## config.mk

```make
export PLATFORM = sky130hd
export DESIGN_NAME = score_keeper
export DESIGN_NICKNAME = d
export VERILOG_FILES = /design/src/rtl/rhythm_pkg.sv /design/src/rtl/lane_popcount.sv /design/src/rtl/score_keeper.sv
export SDC_FILE = /design/constraint.sdc
export NUM_CORES = 1
export LEC_CHECK = 0
export CORE_AREA = 2 2 105 148
export DETAILED_ROUTE_END_ITERATION = 16
export DIE_AREA = 0 0 107 150
export PLACE_DENSITY = 0.85
export SYNTH_ARGS = -nofsm -noshare
export SYNTH_HDL_FRONTEND = slang
export SYNTH_HIERARCHICAL = 1
export SYNTH_SLANG_ARGS = --single-unit
```

## constraint.sdc

```tcl
create_clock -name frame_clk -period 13.9 [get_ports frame_clk]
set_clock_uncertainty 0.2 [all_clocks]
set_input_delay 3.475 -clock frame_clk [delete_from_list [all_inputs] [get_ports frame_clk]]
set_output_delay 3.475 -clock frame_clk [all_outputs]
set_load 0.02 [all_outputs]
```

## src/rtl/rhythm_pkg.sv

```systemverilog
// Shared definitions for the rhythm-game scoring logic: game states,
// keyboard scan codes that drive the round flow, and scoring constants.
package rhythm_pkg;

  typedef enum logic [1:0] {
    ST_IDLE = 2'd0,
    ST_PLAY = 2'd1,
    ST_DONE = 2'd2
  } game_state_e;

  localparam logic [7:0] KEY_START = 8'h2C;
  localparam logic [7:0] KEY_RESET = 8'h01;

  localparam int unsigned HIT_POINTS   = 10;
  localparam int unsigned COMBO_BONUS  = 5;
  localparam int unsigned COMBO_THRESH = 10;
  localparam int unsigned COMBO_MAX    = 1023;

endpackage

```

## src/rtl/lane_popcount.sv

```systemverilog
// Combinational population count of a lane mask.
module lane_popcount #(
  parameter int W     = 32,
  parameter int CNT_W = $clog2(W + 1)
) (
  input  logic [W-1:0]     vec_i,
  output logic [CNT_W-1:0] count_o
);

  // Sum the set bits of the lane mask.
  always_comb begin
    count_o = '0;
    for (int i = 0; i < W; i++) begin
      count_o = count_o + CNT_W'(vec_i[i]);
    end
  end

endmodule

```

## src/rtl/score_keeper.sv

```systemverilog
// Per-frame score, combo and round-state tracking for the rhythm game.
// Each lane resolves once per round, on its first rising hit or miss level.
module score_keeper
  import rhythm_pkg::*;
#(
  parameter int N_LANES = 32,
  parameter int SCORE_W = 16
) (
  input  logic               frame_clk,
  input  logic               Reset,
  input  logic [7:0]         keycode,
  input  logic [N_LANES-1:0] hit,
  input  logic [N_LANES-1:0] miss,
  output logic [SCORE_W-1:0] score,
  output logic [9:0]         combo,
  output logic [9:0]         max_combo,
  output logic [1:0]         game_state
);

  localparam int CNT_W = $clog2(N_LANES + 1);
  // 16*h bounds the worst-case 15*h points earned in one frame.
  localparam int PTS_W = CNT_W + 4;
  localparam int SUM_W = ((SCORE_W > PTS_W) ? SCORE_W : PTS_W) + 1;

  game_state_e        state_q, state_d;
  logic [N_LANES-1:0] hit_q, miss_q;
  logic [N_LANES-1:0] resolved_q, resolved_d;
  logic [SCORE_W-1:0] score_q, score_d;
  logic [9:0]         combo_q, combo_d;
  logic [9:0]         max_combo_q, max_combo_d;

  logic [N_LANES-1:0] new_hit, new_miss;
  logic [CNT_W-1:0]   h, m;
  logic [PTS_W-1:0]   pts;
  logic [SUM_W-1:0]   score_sum;
  logic [10:0]        combo_sum;

  // A hit outranks a miss rising on the same lane in the same frame.
  assign new_hit  = hit & ~hit_q & ~resolved_q;
  assign new_miss = miss & ~miss_q & ~resolved_q & ~new_hit;

  lane_popcount #(.W(N_LANES), .CNT_W(CNT_W)) u_hit_count (
    .vec_i   (new_hit),
    .count_o (h)
  );

  lane_popcount #(.W(N_LANES), .CNT_W(CNT_W)) u_miss_count (
    .vec_i   (new_miss),
    .count_o (m)
  );

  // Next-state logic: round flow plus scoring of this frame's new events.
  always_comb begin
    // NOTE: every signal gets a default before the case so no path leaves
    // one unassigned, which would otherwise infer a latch.
    state_d     = state_q;
    resolved_d  = resolved_q;
    score_d     = score_q;
    combo_d     = combo_q;
    max_combo_d = max_combo_q;
    pts         = '0;
    score_sum   = '0;
    combo_sum   = '0;

    unique case (state_q)
      ST_IDLE: begin
        // Start wipes the previous round; edges on this frame are not scored.
        if (keycode == KEY_START) begin
          state_d     = ST_PLAY;
          resolved_d  = '0;
          score_d     = '0;
          combo_d     = '0;
          max_combo_d = '0;
        end
      end

      ST_PLAY: begin
        resolved_d = resolved_q | new_hit | new_miss;

        pts = PTS_W'(h) * PTS_W'(HIT_POINTS);
        if (combo_q >= 10'(COMBO_THRESH)) begin
          pts = pts + PTS_W'(h) * PTS_W'(COMBO_BONUS);
        end
        score_sum = SUM_W'(score_q) + SUM_W'(pts);
        score_d   = (score_sum[SUM_W-1:SCORE_W] != '0) ? '1
                                                       : score_sum[SCORE_W-1:0];

        // Any miss breaks the streak; hits from the same frame start the new one.
        combo_sum   = (m != '0) ? 11'(h) : (11'(combo_q) + 11'(h));
        combo_d     = (combo_sum > 11'(COMBO_MAX)) ? 10'(COMBO_MAX) : combo_sum[9:0];
        max_combo_d = (combo_d > max_combo_q) ? combo_d : max_combo_q;

        // Completion looks at the updated mask so the final lane ends the round.
        if (keycode == KEY_RESET) begin
          state_d = ST_IDLE;
        end else if (&resolved_d) begin
          state_d = ST_DONE;
        end
      end

      ST_DONE: begin
        if (keycode == KEY_RESET) begin
          state_d = ST_IDLE;
        end
      end

      default: state_d = ST_IDLE;
    endcase
  end

  // State registers; the lane level history is sampled in every state.
  always_ff @(posedge frame_clk or posedge Reset) begin
    if (Reset) begin
      state_q     <= ST_IDLE;
      hit_q       <= '0;
      miss_q      <= '0;
      resolved_q  <= '0;
      score_q     <= '0;
      combo_q     <= '0;
      max_combo_q <= '0;
    end else begin
      // NOTE: non-blocking assignments keep every register reading the
      // pre-edge values of the others, independent of statement order.
      state_q     <= state_d;
      hit_q       <= hit;
      miss_q      <= miss;
      resolved_q  <= resolved_d;
      score_q     <= score_d;
      combo_q     <= combo_d;
      max_combo_q <= max_combo_d;
    end
  end

  assign score      = score_q;
  assign combo      = combo_q;
  assign max_combo  = max_combo_q;
  assign game_state = state_q;

endmodule

```

==> summary.txt <==
Run status
  – Status: complete, no violations

Setup path
  – Kind of critical path: primary input to flip-flop
  – Crit-path max cell delay: ~0.6 ns
  – WP data required: 14.00 ns
  – CP endpoint kind: flip-flop
  – Worst reg2reg startpoint: hit_q[1]
  – Most used cell, CP: fa_1
  – Crit path from: hit[0]
  – Crit path launch type: primary input
  – Slowest CP cell: fa_1
  – Crit path DAT: 13.34 ns
  – Crit-path max FO: 8

Synthesis
  – Avg Inst Size Synth: between 9 and 10 µm²
  – Register area share after synthesis: 0.380
  – Most frequent cell after synthesis: dfrtp_1
  – Synthesized flop and latch total: 134
  – Post-synth EDFFs: 0
  – Top cells by area, synth: dfrtp_1, fa_1, ha_1
  – Post-synth top area cell: dfrtp_1
  – Yosys warns: 6
  – Post-Syn Nets: about 1,100
  – Post-synth top cells: dfrtp_1, inv_1, nor2b_1
  – Post-synth ARST share: 1.00
  – Number of distinct library cells after synthesis: 57
  – Top cell type's share of synthesized area: 0.380
  – Post-Syn Instances: 887
  – Synth Cell Area: 0.00883 mm²
  – Most used DFF post-synth: dfrtp_1

Detailed routing
  – WL per Instance: 17.7 µm
  – # DRC: 0
  – Iteration-0 DRC Markers: 323
  – Drt via density: a little under 6
  – Vias: 7,036
  – WL final: 21.4 mm
  – Drt first pass iters: 5
  – Remaining antenna violation count after routing: 0

Timing
  – Slew of the pin with the lowest slew margin: around 0.9 ns
  – Maximum clock frequency: between 70 and 80 MHz
  – Setup violators final: 0
  – RSZ-0062 raised after global routing: no
  – Slew Viols, Final: 0
  – Setup TNS: 0 ns
  – Hold Fails Final Rpt: 0
  – Slew HR: 0.395
  – Min Tclk post-route: about 13 ns
  – Period utilization: 0.952

CTS
  – Post-CTS Setup Repair Bufs: 0
  – Hold_buf cts: 0
  – Clock sink count: 134
  – Max Buffers Root-to-Sink: 2
  – Worst-Skew Late Latency: 0.42 ns
  – CTS tree: built
  – Cts bufs inserted: 17
  – # H-tree levels: 4
  – Clk Tree Root Cell: clkbuf_16
  – Cts repair resizes: 0
  – Clock-pin slew on the worst setup and hold paths: around 0.060 ns

Cells and area
  – Nets: between 1,000 and 1,500
  – P&R area growth vs syn: 22.4%
  – Multi-input logic area: between 0.005 and 0.006 mm²
  – Antenna Cells: 0
  – Register area: 0.00335 mm²
  – Filler instances: roughly 1,100
  – Share of post-route cells with drive strength above 1: 0.0568

Place
  – Port bufs: between 100 and 150
  – RD Place Congestion: 0.917
  – DP HPWL: 16.1 mm

Floorplanning
  – Die ar.: 0.0161 mm²
  – IO Count: 112
  – Die width: 107 µm
  – Area of the core: between 0.01 and 0.015 mm²
  – Starting Density: 0.597
  – Cell Rows: 53
  – Die H: approximately 150 µm

Global route
  – GRT Util Overall: 0.282
  – Largest net degree at the start of global routing: 76
  – Overflow left after global routing: 0
  – First-pass GRT wire length: 35.0 mm
  – Vias in the first global route: 7,415
  – Antenna violations before repair: 0

Job
  – # Max-Cap Violations: 0

Worst hold path
  – Hold Startpoint: max_combo[7]
  – Min-Delay Path Class: flip-flop to flip-flop
-- layout make-up --
| class | instances | area share |
|---|---|---|
| multi-input cells | 636 | 0.465 |
| inverters | 101 | 0.0353 |
| clock buffers | 21 | 0.0426 |
| clock inverters | 11 | 0.0160 |
| repair buffers | 119 | 0.108 |
| well taps | 192 | 0.0222 |
| flip-flops and latches | 134 | 0.310 |
-- cell usage in the layout (no fill, tap or decap), drive strengths merged, types with 29 or more instances in the layout --
cell type / count
nor3: 41
o21ai: 51
nor2b: 99
inv: 101
ha: 58
nor3b: 32
nor2: 45
nand2: 63
a21oi: 29
clkdlybuf4s50: 111
dfrtp: 134
fa: 56
-- logic make-up (layout without fill, tap and decap cells) --
logic type | after synthesis | count (layout) | synth area share
buffers and inverters | 117 | 252 | 0.0507
AOI/OAI and AO/OA | 156 | 156 | 0.120
muxes | 11 | 11 | 0.0137
xor gates and xnor gates | 23 | 23 | 0.0228
and+or+nand+nor | 332 | 332 | 0.203
adders and majority gates | 114 | 114 | 0.209
DFF | 134 | 134 | 0.380
-- stage by stage --
step / setup WS [ns] / utilization / std cells / cell area, µm² / hold WS [ns]
floorplan: 1.43 / - / 887 / 8830 / 0.295
global placement: 0.635 / 0.688 / 1182 / 10200 / 0.296
detailed placement: 0.330 / 0.688 / 1182 / 10200 / 0.311
CTS: 0.717 / 0.731 / 1214 / 10800 / 0.326
global route: 0.281 / 0.731 / 1214 / 10800 / 0.354
finish: 0.661 / 0.731 / 1214 / 10800 / 0.320
-- sequential cells by signal (all words and copies together), names as in the netlist --
signal and flops:
combo 10, score 16, miss_q 32, game_state 2
max_combo 10, hit_q 32, resolved_q 32
-- worst max-delay path, delay by kind of cell --
family / cells / cell delay [ns]
fa+ha+maj: 13 / 5.58
compound gates: 7 / 1.90
buf+inv: 8 / 1.03
simple gates: 4 / 0.62
xor+xnor: 2 / 0.41
mux: 1 / 0.28
-- path summary, 6_finish.rpt --
kind / endpoint / slack [ns] / depth (start not counted)
max: score[7] / 0.66 / 35
min: max_combo[7] / 0.32 / 2
max in group asynchronous: resolved_q[11] / 8.71 / 3
min reg2reg: max_combo[7] / 0.32 / 2
min in group asynchronous: hit_q[31] / 3.35 / 2
max reg2reg: score[7] / 3.88 / 34
-- routing by layer --
| metal | up-vias | GRT usage | part of all wire |
|---|---|---|---|
| met5 | - | 0 | 0 |
| met4 | 0 | 0.133 | 0.040 |
| met3 | 65 | 0.0497 | 0.052 |
| met2 | 256 | 0.504 | 0.52 |
| met1 | 3473 | 0.325 | 0.39 |
| li1 | 3242 | - | - |
Power is left out: the tool's default activity adds up to more than one toggle a clock period on the data nets, which glitch-free logic cannot reach.
